==> config.mk <==
export PLATFORM = sky130hd
export DESIGN_NAME = ldpc_ber_seq
export DESIGN_NICKNAME = d
export VERILOG_FILES = /design/src/rtl/ldpc_ber_seq.sv
export SDC_FILE = /design/constraint.sdc
export NUM_CORES = 2
export LEC_CHECK = 0
export CAP_MARGIN = 40
export CORE_AREA = 5 5 436 438
export DETAILED_ROUTE_END_ITERATION = 7
export DIE_AREA = 0 0 441 443
export GPL_ROUTABILITY_DRIVEN = 0
export GPL_TIMING_DRIVEN = 0
export MAX_ROUTING_LAYER = met4
export PLACE_DENSITY = 0.48
export REMOVE_ABC_BUFFERS = 1
export SETUP_SLACK_MARGIN = 0.15
export SLEW_MARGIN = 30
export SYNTH_ARGS = -nofsm -noshare
export SYNTH_HDL_FRONTEND = slang
export SYNTH_SLANG_ARGS = --single-unit
==> constraint.sdc <==
create_clock -name wb_clk_i -period 10.2 [get_ports wb_clk_i]
set_clock_uncertainty 0.05 [all_clocks]
set_input_delay 1.53 -clock wb_clk_i [delete_from_list [all_inputs] [get_ports wb_clk_i]]
set_output_delay 1.53 -clock wb_clk_i [all_outputs]
set_load 0.02 [all_outputs]
==> src/rtl/ldpc_ber_seq.sv <==
`default_nettype none
// ============================================================================
// Module      : ldpc_ber_seq
// Description : LDPC BER test sequencer. Generates LFSR messages, drives an
//               external encoder/decoder pair, injects bit errors and keeps
//               pass/fail/timeout statistics.
// Revision    : 1.0 - initial release
// ============================================================================
module ldpc_ber_seq #(
    parameter int NN    = 208,
    parameter int MM    = 168,
    parameter int CNT_W = 32
) (
    input  logic                wb_clk_i,
    input  logic                wb_rst_i,
    input  logic                cfg_start,
    input  logic                cfg_stop,
    input  logic [15:0]         cfg_frames,
    input  logic [31:0]         cfg_seed,
    input  logic [7:0]          cfg_num_err,
    input  logic [15:0]         cfg_timeout,
    output logic [NN-MM-1:0]    enc_msg_o,
    output logic                enc_load_o,
    input  logic                enc_valid_i,
    input  logic [NN-1:0]       enc_cword_i,
    output logic [NN-1:0]       dec_q0_o,
    output logic [NN-1:0]       dec_q1_o,
    output logic                dec_start_o,
    input  logic                dec_done_i,
    input  logic [NN-1:0]       dec_cword_i,
    output logic                busy_o,
    output logic                done_o,
    output logic [CNT_W-1:0]    frames_o,
    output logic [CNT_W-1:0]    pass_o,
    output logic [CNT_W-1:0]    fail_o,
    output logic [CNT_W-1:0]    tmo_o,
    output logic [CNT_W-1:0]    inj_bits_o
);

    localparam int c_K        = NN - MM;
    localparam int c_IW       = $clog2(NN);
    localparam int c_GEN_N    = (c_K + 31) / 32;
    localparam int c_GW       = (c_GEN_N > 1) ? $clog2(c_GEN_N) : 1;
    localparam logic [c_GW-1:0] c_GEN_LAST = c_GW'(c_GEN_N - 1);
    localparam logic [31:0]     c_TAPS     = 32'h8020_0003;

    localparam logic [2:0] c_ST_IDLE      = 3'd0;
    localparam logic [2:0] c_ST_GEN       = 3'd1;
    localparam logic [2:0] c_ST_ENC_WAIT  = 3'd2;
    localparam logic [2:0] c_ST_INJ       = 3'd3;
    localparam logic [2:0] c_ST_DEC_START = 3'd4;
    localparam logic [2:0] c_ST_DEC_WAIT  = 3'd5;
    localparam logic [2:0] c_ST_CHECK     = 3'd6;
    localparam logic [2:0] c_ST_DONE      = 3'd7;

    logic [2:0]       r_state;
    logic [31:0]      r_lfsr;
    logic [c_K-1:0]   r_msg;
    logic [NN-1:0]    r_cword;
    logic [NN-1:0]    r_mask;
    logic [NN-1:0]    r_dec_q0;
    logic [NN-1:0]    r_dec_q1;
    logic             r_enc_load;
    logic             r_dec_start;
    logic [c_GW-1:0]  r_gen_cnt;
    logic [7:0]       r_draws;
    logic [16:0]      r_tmr;
    logic [16:0]      r_tmo_lim;
    logic [15:0]      r_cfg_frames;
    logic [7:0]       r_cfg_num_err;
    logic [CNT_W-1:0] r_frames;
    logic [CNT_W-1:0] r_pass;
    logic [CNT_W-1:0] r_fail;
    logic [CNT_W-1:0] r_tmo;
    logic [CNT_W-1:0] r_inj;

    logic [31:0]      w_lfsr_step;
    logic [c_K+31:0]  w_msg_cat;
    logic [c_IW-1:0]  w_idx;
    logic             w_idx_ok;
    logic [NN-1:0]    w_mask_nxt;
    logic [c_IW:0]    w_pop;
    logic             w_tmr_exp;
    logic [CNT_W-1:0] w_frames_inc;
    logic             w_last;

    function automatic logic [CNT_W-1:0] f_sat_inc(input logic [CNT_W-1:0] v);
        return (&v) ? v : v + CNT_W'(1);
    endfunction

    function automatic logic [CNT_W-1:0] f_sat_add(input logic [CNT_W-1:0] v,
                                                   input logic [c_IW:0]    a);
        logic [CNT_W:0] s;
        s = {1'b0, v} + (CNT_W+1)'(a);
        return s[CNT_W] ? {CNT_W{1'b1}} : s[CNT_W-1:0];
    endfunction

    assign w_lfsr_step  = {1'b0, r_lfsr[31:1]} ^ (r_lfsr[0] ? c_TAPS : 32'h0);
    assign w_msg_cat    = {r_msg, r_lfsr};
    assign w_idx        = r_lfsr[c_IW-1:0];
    assign w_idx_ok     = ({1'b0, w_idx} < (c_IW+1)'(NN));
    assign w_mask_nxt   = r_mask | (w_idx_ok ? (NN'(1) << w_idx) : {NN{1'b0}});
    assign w_tmr_exp    = (r_tmr == r_tmo_lim - 17'd1);
    assign w_frames_inc = f_sat_inc(r_frames);
    assign w_last       = (w_frames_inc >= CNT_W'(r_cfg_frames));

    always_comb begin
        w_pop = '0;
        for (int i = 0; i < NN; i++) begin
            w_pop = w_pop + (c_IW+1)'(w_mask_nxt[i]);
        end
    end

    always_ff @(posedge wb_clk_i) begin
        if (wb_rst_i) begin
            r_state       <= c_ST_IDLE;
            r_lfsr        <= 32'h1;
            r_msg         <= '0;
            r_cword       <= '0;
            r_mask        <= '0;
            r_dec_q0      <= '0;
            r_dec_q1      <= '0;
            r_enc_load    <= 1'b0;
            r_dec_start   <= 1'b0;
            r_gen_cnt     <= '0;
            r_draws       <= '0;
            r_tmr         <= '0;
            r_tmo_lim     <= '0;
            r_cfg_frames  <= '0;
            r_cfg_num_err <= '0;
            r_frames      <= '0;
            r_pass        <= '0;
            r_fail        <= '0;
            r_tmo         <= '0;
            r_inj         <= '0;
        end else begin
            r_enc_load  <= 1'b0;
            r_dec_start <= 1'b0;
            if (r_state == c_ST_IDLE || r_state == c_ST_DONE) begin
                if (cfg_start && !cfg_stop) begin
                    r_lfsr        <= (cfg_seed == 32'h0) ? 32'h1 : cfg_seed;
                    r_cfg_frames  <= cfg_frames;
                    r_cfg_num_err <= cfg_num_err;
                    r_tmo_lim     <= (cfg_timeout == 16'h0) ? 17'h1_0000 : {1'b0, cfg_timeout};
                    r_frames      <= '0;
                    r_pass        <= '0;
                    r_fail        <= '0;
                    r_tmo         <= '0;
                    r_inj         <= '0;
                    r_mask        <= '0;
                    r_msg         <= '0;
                    r_gen_cnt     <= '0;
                    r_state       <= (cfg_frames == 16'h0) ? c_ST_DONE : c_ST_GEN;
                end
            end else if (cfg_stop) begin
                // Abort drops the frame in flight; no pulse is scheduled.
                r_state <= c_ST_DONE;
            end else begin
                case (r_state)
                    c_ST_GEN: begin
                        r_msg  <= w_msg_cat[c_K-1:0];
                        r_lfsr <= w_lfsr_step;
                        if (r_gen_cnt == c_GEN_LAST) begin
                            r_gen_cnt  <= '0;
                            r_enc_load <= 1'b1;
                            r_tmr      <= '0;
                            r_state    <= c_ST_ENC_WAIT;
                        end else begin
                            r_gen_cnt <= r_gen_cnt + c_GW'(1);
                        end
                    end
                    c_ST_ENC_WAIT: begin
                        if (enc_valid_i) begin
                            r_cword <= enc_cword_i;
                            r_mask  <= '0;
                            r_draws <= '0;
                            if (r_cfg_num_err == 8'h0) begin
                                r_dec_q0    <= {NN{1'b1}};
                                r_dec_q1    <= enc_cword_i;
                                r_dec_start <= 1'b1;
                                r_state     <= c_ST_DEC_START;
                            end else begin
                                r_state <= c_ST_INJ;
                            end
                        end else if (w_tmr_exp) begin
                            r_tmo    <= f_sat_inc(r_tmo);
                            r_frames <= w_frames_inc;
                            r_state  <= w_last ? c_ST_DONE : c_ST_GEN;
                        end else begin
                            r_tmr <= r_tmr + 17'd1;
                        end
                    end
                    c_ST_INJ: begin
                        // Out-of-range indices are redrawn next cycle without counting.
                        r_lfsr <= w_lfsr_step;
                        if (w_idx_ok) begin
                            r_mask  <= w_mask_nxt;
                            r_draws <= r_draws + 8'd1;
                            if (r_draws + 8'd1 == r_cfg_num_err) begin
                                r_inj       <= f_sat_add(r_inj, w_pop);
                                r_dec_q0    <= {NN{1'b1}};
                                r_dec_q1    <= r_cword ^ w_mask_nxt;
                                r_dec_start <= 1'b1;
                                r_state     <= c_ST_DEC_START;
                            end
                        end
                    end
                    c_ST_DEC_START: begin
                        r_tmr   <= '0;
                        r_state <= c_ST_DEC_WAIT;
                    end
                    c_ST_DEC_WAIT: begin
                        if (dec_done_i) begin
                            r_state <= c_ST_CHECK;
                        end else if (w_tmr_exp) begin
                            r_tmo    <= f_sat_inc(r_tmo);
                            r_frames <= w_frames_inc;
                            r_state  <= w_last ? c_ST_DONE : c_ST_GEN;
                        end else begin
                            r_tmr <= r_tmr + 17'd1;
                        end
                    end
                    c_ST_CHECK: begin
                        if (dec_cword_i == r_cword) begin
                            r_pass <= f_sat_inc(r_pass);
                        end else begin
                            r_fail <= f_sat_inc(r_fail);
                        end
                        r_frames <= w_frames_inc;
                        r_state  <= w_last ? c_ST_DONE : c_ST_GEN;
                    end
                    default: r_state <= c_ST_IDLE;
                endcase
            end
        end
    end

    assign enc_msg_o   = r_msg;
    assign enc_load_o  = r_enc_load;
    assign dec_q0_o    = r_dec_q0;
    assign dec_q1_o    = r_dec_q1;
    assign dec_start_o = r_dec_start;
    assign busy_o      = (r_state != c_ST_IDLE) && (r_state != c_ST_DONE);
    assign done_o      = (r_state == c_ST_DONE);
    assign frames_o    = r_frames;
    assign pass_o      = r_pass;
    assign fail_o      = r_fail;
    assign tmo_o       = r_tmo;
    assign inj_bits_o  = r_inj;

endmodule
`default_nettype wire
### Word-level counts from Yosys, hierarchy flattened

Cells that the tools add are included.

* bits in registers: 1136
* bits in latches: 0
* bits in writable memories: 0
* memory bits (read-only): 0
* input bits: 494
* output and inout port bits: 620
* logic and storage cells: 409
* memories: 0

* add/sub/neg operators: 216
* multiply operators: 0
* divide/modulo/power cells: 0
* magnitude comparators: 2
* eq/ne operators: 30
* shift operators: 1
* muxes and demuxes: 91
* bitwise logic cells: 6
* reduce and logical (&&, ||, !) cells: 43

Operators with widths (number)
* 2-to-1 mux 208 bit: 14
* adder 9 x 1 -> 9 bit: 199
* case mux 208 bit (2 select lines): 3
* 2-to-1 mux 32 bit: 35
* equality test 208 bit: 1
* OR 208 bit: 1
* left shift 1 x 8 -> 208 bit (first input constant): 1
* bitwise XOR 208 bit: 1
* 2-to-1 mux 40 bit: 4
* adder 32 x 1 -> 32 bit (second input constant): 4
* AND reduction 32 bit: 4
* case mux 32 bit (3 select lines): 1
* 2-to-1 mux 17 bit: 5
* case mux 17 bit (4 select lines): 1
* case mux 32 bit (2 select lines): 1
* 2-to-1 mux 3 bit: 12
* AND reduction 5 bit: 7
* adder 32 x 9 -> 33 bit: 1
* >= comparator 32 x 16 -> 1 bit: 1
* logical NOT 16 bit: 2
* logical NOT 32 bit: 1
* bitwise XOR 31 x 32 -> 32 bit: 1
* inequality test 2 bit (second input constant): 10
* case mux 3 bit (6 select lines): 1
* other kinds (42): 78

### Depth between registers and ports, before layout

* depth after elaboration: 217
* depth in mapped cells: 36
* mapped depth without buffers: 34

### Worst setup path before layout

Ideal clock, no wire load.

* path type: register to register
* from: reg r_lfsr[5]
* to: reg r_inj[13] (netlist: inj_bits_o[13])
* setup time: 0.128 ns
* arrival time: 9.868 ns
* data required time: 10.022 ns
* path slack: 0.155 ns
* cell stages (with the launch flop): 36
* path buffers: 3
* period minus slack after synthesis: 10.045 ns
* cells stage by stage: dfxtp_1 -> clkbuf_1 -> nand2_1 -> nor2_1 -> clkbuf_1 -> a21oi_1 -> fa_1 -> inv_1 -> fa_1 -> inv_1 -> fa_1 -> inv_1 -> fa_1 -> fa_1 -> inv_1 -> fa_1 -> inv_1 -> fa_1 -> inv_1 -> fa_1 -> inv_1 -> fa_1 -> fa_1 -> fa_1 -> fa_1 -> fa_1 -> a21oi_1 -> o21bai_1 -> a21oi_1 -> o31ai_1 -> a211o_1 -> nand3_1 -> clkbuf_1 -> o21ai_0 -> a22oi_1 -> nor2_1

* word-level cells in the longest chain between the ends: 217
* elaborated cells between the ends (all ways): 220
* those cells by class: 208 x add/sub; 1 x order compare; 1 x shift; 7 x mux; 1 x bitwise; 2 x reduce/logical

RTL lines
* from (decl): RTL line 57 `logic [31:0] r_lfsr;`
* from (signal assigned): RTL line 141 `r_lfsr <= (cfg_seed == 32'h0) ? 32'h1 : cfg_seed;`
* from (signal assigned): RTL line 162 `r_lfsr <= w_lfsr_step;`
* from (signal assigned): RTL line 195 `r_lfsr <= w_lfsr_step;`
* less-than comparator 8 bit / left shift 1 x 8 -> 208 bit (equally long branches): RTL line 101, 102
* 2-to-1 mux 208 bit: RTL line 102 `assign w_mask_nxt = r_mask | (w_idx_ok ? (NN'(1) << w_idx) : {NN{1'b0}});`
* OR 208 bit: RTL line 102
* adder 1 x 1 -> 2 bit: RTL line 110 `w_pop = w_pop + (c_IW+1)'(w_mask_nxt[i]);`
* adder 2 x 1 -> 3 bit: RTL line 110
* adder 3 x 1 -> 4 bit: RTL line 110
* adder 4 x 1 -> 5 bit: RTL line 110
* adder 5 x 1 -> 6 bit: RTL line 110
* [... 3 more ...]
* adder 9 x 1 -> 9 bit (199 in series): RTL line 110
* adder 32 x 9 -> 33 bit: RTL line 94 `s = {1'b0, v} + (CNT_W+1)'(a);`
* 2-to-1 mux 32 bit: RTL line 95 `return s[CNT_W] ? {CNT_W{1'b1}} : s[CNT_W-1:0];`
* 2-to-1 mux 32 bit: RTL line 199 `if (r_draws + 8'd1 == r_cfg_num_err) begin`
* 2-to-1 mux 32 bit: RTL line 196 `if (w_idx_ok) begin`
* 2-to-1 mux 32 bit: RTL line 159 `case (r_state)`
* 2-to-1 mux 32 bit: RTL line 155 `end else if (cfg_stop) begin`
* 2-to-1 mux 32 bit: RTL line 139 `if (r_state == c_ST_IDLE || r_state == c_ST_DONE) begin`
* to (signal assigned): RTL line 200 `r_inj <= f_sat_add(r_inj, w_pop);`
* to (decl): RTL line 75 `logic [CNT_W-1:0] r_inj;`

Several ways; a longest one is shown, not always the timed one. The select of a mux whose other input is x is not followed.
A chain may end at the register's enable or synchronous reset.

### Worst setup path after layout

* from: reg r_lfsr[0]
* to: reg r_inj[16] (netlist: inj_bits_o[16])

The elaborated chain is that of the path after synthesis.

==> out/qor.txt <==
Layout cells sized above 1 = 9.95%
Async set or reset register ratio after synthesis = 0%
Cell Area, Synth = 51700 µm²
Peak per-stage delay on the critical path = 590 ps
All-Layer GR Usage = 25.5%
Final Slew Violations = 0
Startpoint Class = flip-flop
Routed length per placed instance = 25.8 µm
CTS sink count = 929
Arr. time, crit path = 10550 ps
Die span in y = 443 µm
Worst-path fanout max = 5
Die area = 195000 µm²
Worst EP required = 10790 ps
Count of final setup violators = 0
Period utilisation layout = 97.6%
Worst Setup End Kind = flip-flop
Num CTS Buffers = 117
Die Wd = 441 µm
# IOs = 1114
Slowest stage cell on the critical path = fa_1
Status = finished, final reports clean
PD cells = 173 nW/µm²
Largest net degree at the start of global routing = 130
Clock Root Buffer = clkbuf_16
Antenna violations before repair = 61
Reg2reg setup slack = 240 ps
Hold Path Class = reg2reg
# rows = 159
Fin. Hold Viols = 0
Dpl ws = -1560 ps
DRC = 0
Post-DP HPWL = 195000 µm
Final WL = 255000 µm
Most used cell, CP = fa_1
Mapped Cells = 6384
Worst VDD drop = 0.000146 V
Fin cells = 9885
Fmax = 100 MHz
RSZ-0062 raised after global routing = true
Sequential element share of the synthesized area = 36.0%
Number of global-route vias before repair = 46500
GRT overflow = 0
Most frequent cells in the layout = clkdlybuf4s50_1 (1112), dfxtp_1 (920), nor2_1 (911), a21oi_1 (759), nand2_1 (690)
Slew margin rel. = 35.2%
Total power = 12.3 mW
First-pass GRT wire length = 353000 µm
Clk buf depth = 3
Fin worst setup slack = 244 ps
Hold_buf cts = 0
Worst slew pin tran = 973 ps
Initial core utilization = 27.8%
CORE AREA = 186000 µm²
Max Cap Viol = 0
Post-synth EDFFs = 0
Starting DRC count in detailed routing = 4275
Placed Cells = 9504
Commonest non-fill, non-tap cell in the layout = clkdlybuf4s50_1
H-tree Lvls = 3
Core Util, Final = 38.4%
CTS tree = yes
Via-to-Cell Ratio = 5.01
I/O Buffers = 1113
Synth-to-Final Area Change = 38.4%
Synthesized area per cell = 8.10 µm²
Final Critical Period = 9960 ps
Reg clk slew, reported paths = 60 ps
Synth cell types = 88
Post-synthesis register bit count = 929
LEAKAGE = 25.6 nW
Antenna Violating Nets Remaining = 0
Drt pass-1 iters = 5
Worst setup path class = reg2reg
Ys flop type = dfxtp_1
Insertion delay to the later sink of the worst-skew pair = 770 ps
Nets = 8028
Count of yosys warnings during synthesis = 0
DR vias = 49600
flip-flops by register name (all words and copies together), names as in the netlist:
register	cells
fail_o	32
r_cfg_frames	16
inj_bits_o	32
r_lfsr	32
dec_q0_o	1
r_mask	208
pass_o	32
enc_load_o	1
enc_msg_o	40
r_draws	8
r_gen_cnt	1
r_cfg_num_err	8
r_tmo_lim	17
r_cword	208
dec_q1_o	208
dec_start_o	1
frames_o	32
tmo_o	32
r_tmr	17
r_state	3
Yosys cell counts, types with 12 or more instances:
cell,number,area (µm²)
or4_1,17,128
a311oi_1,44,385
or2_2,17,106
nand2b_1,12,75.1
ha_1,84,1050
or3_1,27,169
a211oi_1,230,1730
xor2_1,158,1380
dfxtp_1,929,18600
nor3_1,79,395
nand2_1,696,2610
and3_1,44,275
nor4_1,44,275
nand3_1,121,606
buf_4,209,1570
mux2i_1,15,150
a22oi_1,117,878
inv_1,278,1040
and4_1,20,175
nand4_1,109,682
a31o_2,18,158
a21o_1,115,863
clkbuf_1,389,1460
xnor2_1,382,3350
o21ai_0,72,360
o211ai_1,12,90.1
and2_1,29,181
buf_1,19,71.3
fa_1,197,3940
a31oi_1,17,106
o31ai_1,14,105
nor2_1,925,3470
a21oi_1,814,4070
final cells by class:
class / instances / area, µm²
Multi-Input combinational cell: 4552 / 30200
Fill cell: 19100 / 115000
Inverter: 279 / 1050
Tap cell: 2495 / 3120
Sequential cell: 929 / 18600
Clock buffer: 166 / 3430
Clock inverter: 50 / 512
Timing Repair Buffer: 1374 / 14500
Antenna cell: 40 / 100
final timing paths:
path | from | depth (start not counted) | to
max | r_lfsr[0]$_SDFFE_PP1P_ | 29 | inj_bits_o[16]$_SDFFE_PP0P_
min | r_cfg_frames[11]$_SDFFE_PP0P_ | 2 | r_cfg_frames[11]$_SDFFE_PP0P_
max reg2reg | r_lfsr[0]$_SDFFE_PP1P_ | 29 | inj_bits_o[16]$_SDFFE_PP0P_
min reg2reg | r_cfg_frames[11]$_SDFFE_PP0P_ | 2 | r_cfg_frames[11]$_SDFFE_PP0P_
report_power, final:
part / internal, mW / total (mW) / switching [mW]
sequential: 3.81 / 4.03 / 0.215
clock: 2.49 / 4.31 / 1.82
combinational: 1.57 / 4.01 / 2.43
total: 7.87 / 12.3 / 4.47
worst max-delay path, delay by kind of cell, from the launching register on:
family	cells	cell delay [ps]
compound gates	7	1500
buf+inv	5	560
fa+ha+maj	14	6790
simple gates	3	570
flops	1	360
timing repair:
item                       4_1_cts  5_1_grt
pin swaps                       64       33
setup buffers                   96       18
cloned                           4        1
gates resized for setup        176       78
setup endpoints to repair       32       32
metrics by stage:
step | hold slack [ps] | setup TNS [ps] | cell area (µm²)
6_report | 404 | 0 | 71600
5_1_grt | 418 | 0 | 71500
4_1_cts | 406 | 0 | 70900
3_5_place_dp | 397 | -42910 | 65300
3_3_place_gp | 390 | - | 62800
2_1_floorplan | 380 | -4268000 | 48500
metal layers:
layer  vias up  wire, µm  share of wire [%]  GRT usage, %
li1      23300         -                  -             -
met1     24000    101000                 40          30.0
met5         -         0                  0             -
met4         0     12200                4.8          11.2
met2      1830    124000                 49          42.2
met3       386     17900                7.0          5.13
cells by family (layout without fill, tap and decap cells):
| group | Yosys count | in the layout | synth area share, % |
|---|---|---|---|
| and+or+nand+nor | 2180 | 2184 | 18.4 |
| AOI/OAI and AO/OA | 1530 | 1530 | 18.3 |
| DFF | 929 | 929 | 36.0 |
| buffers and inverters | 907 | 1869 | 8.15 |
| xor gates and xnor gates | 540 | 540 | 9.15 |
| adders and majority gates | 281 | 281 | 9.66 |
| muxes | 17 | 17 | 0.334 |
| other | 0 | 40 | 0 |
Power figures use the tool's default switching activity.
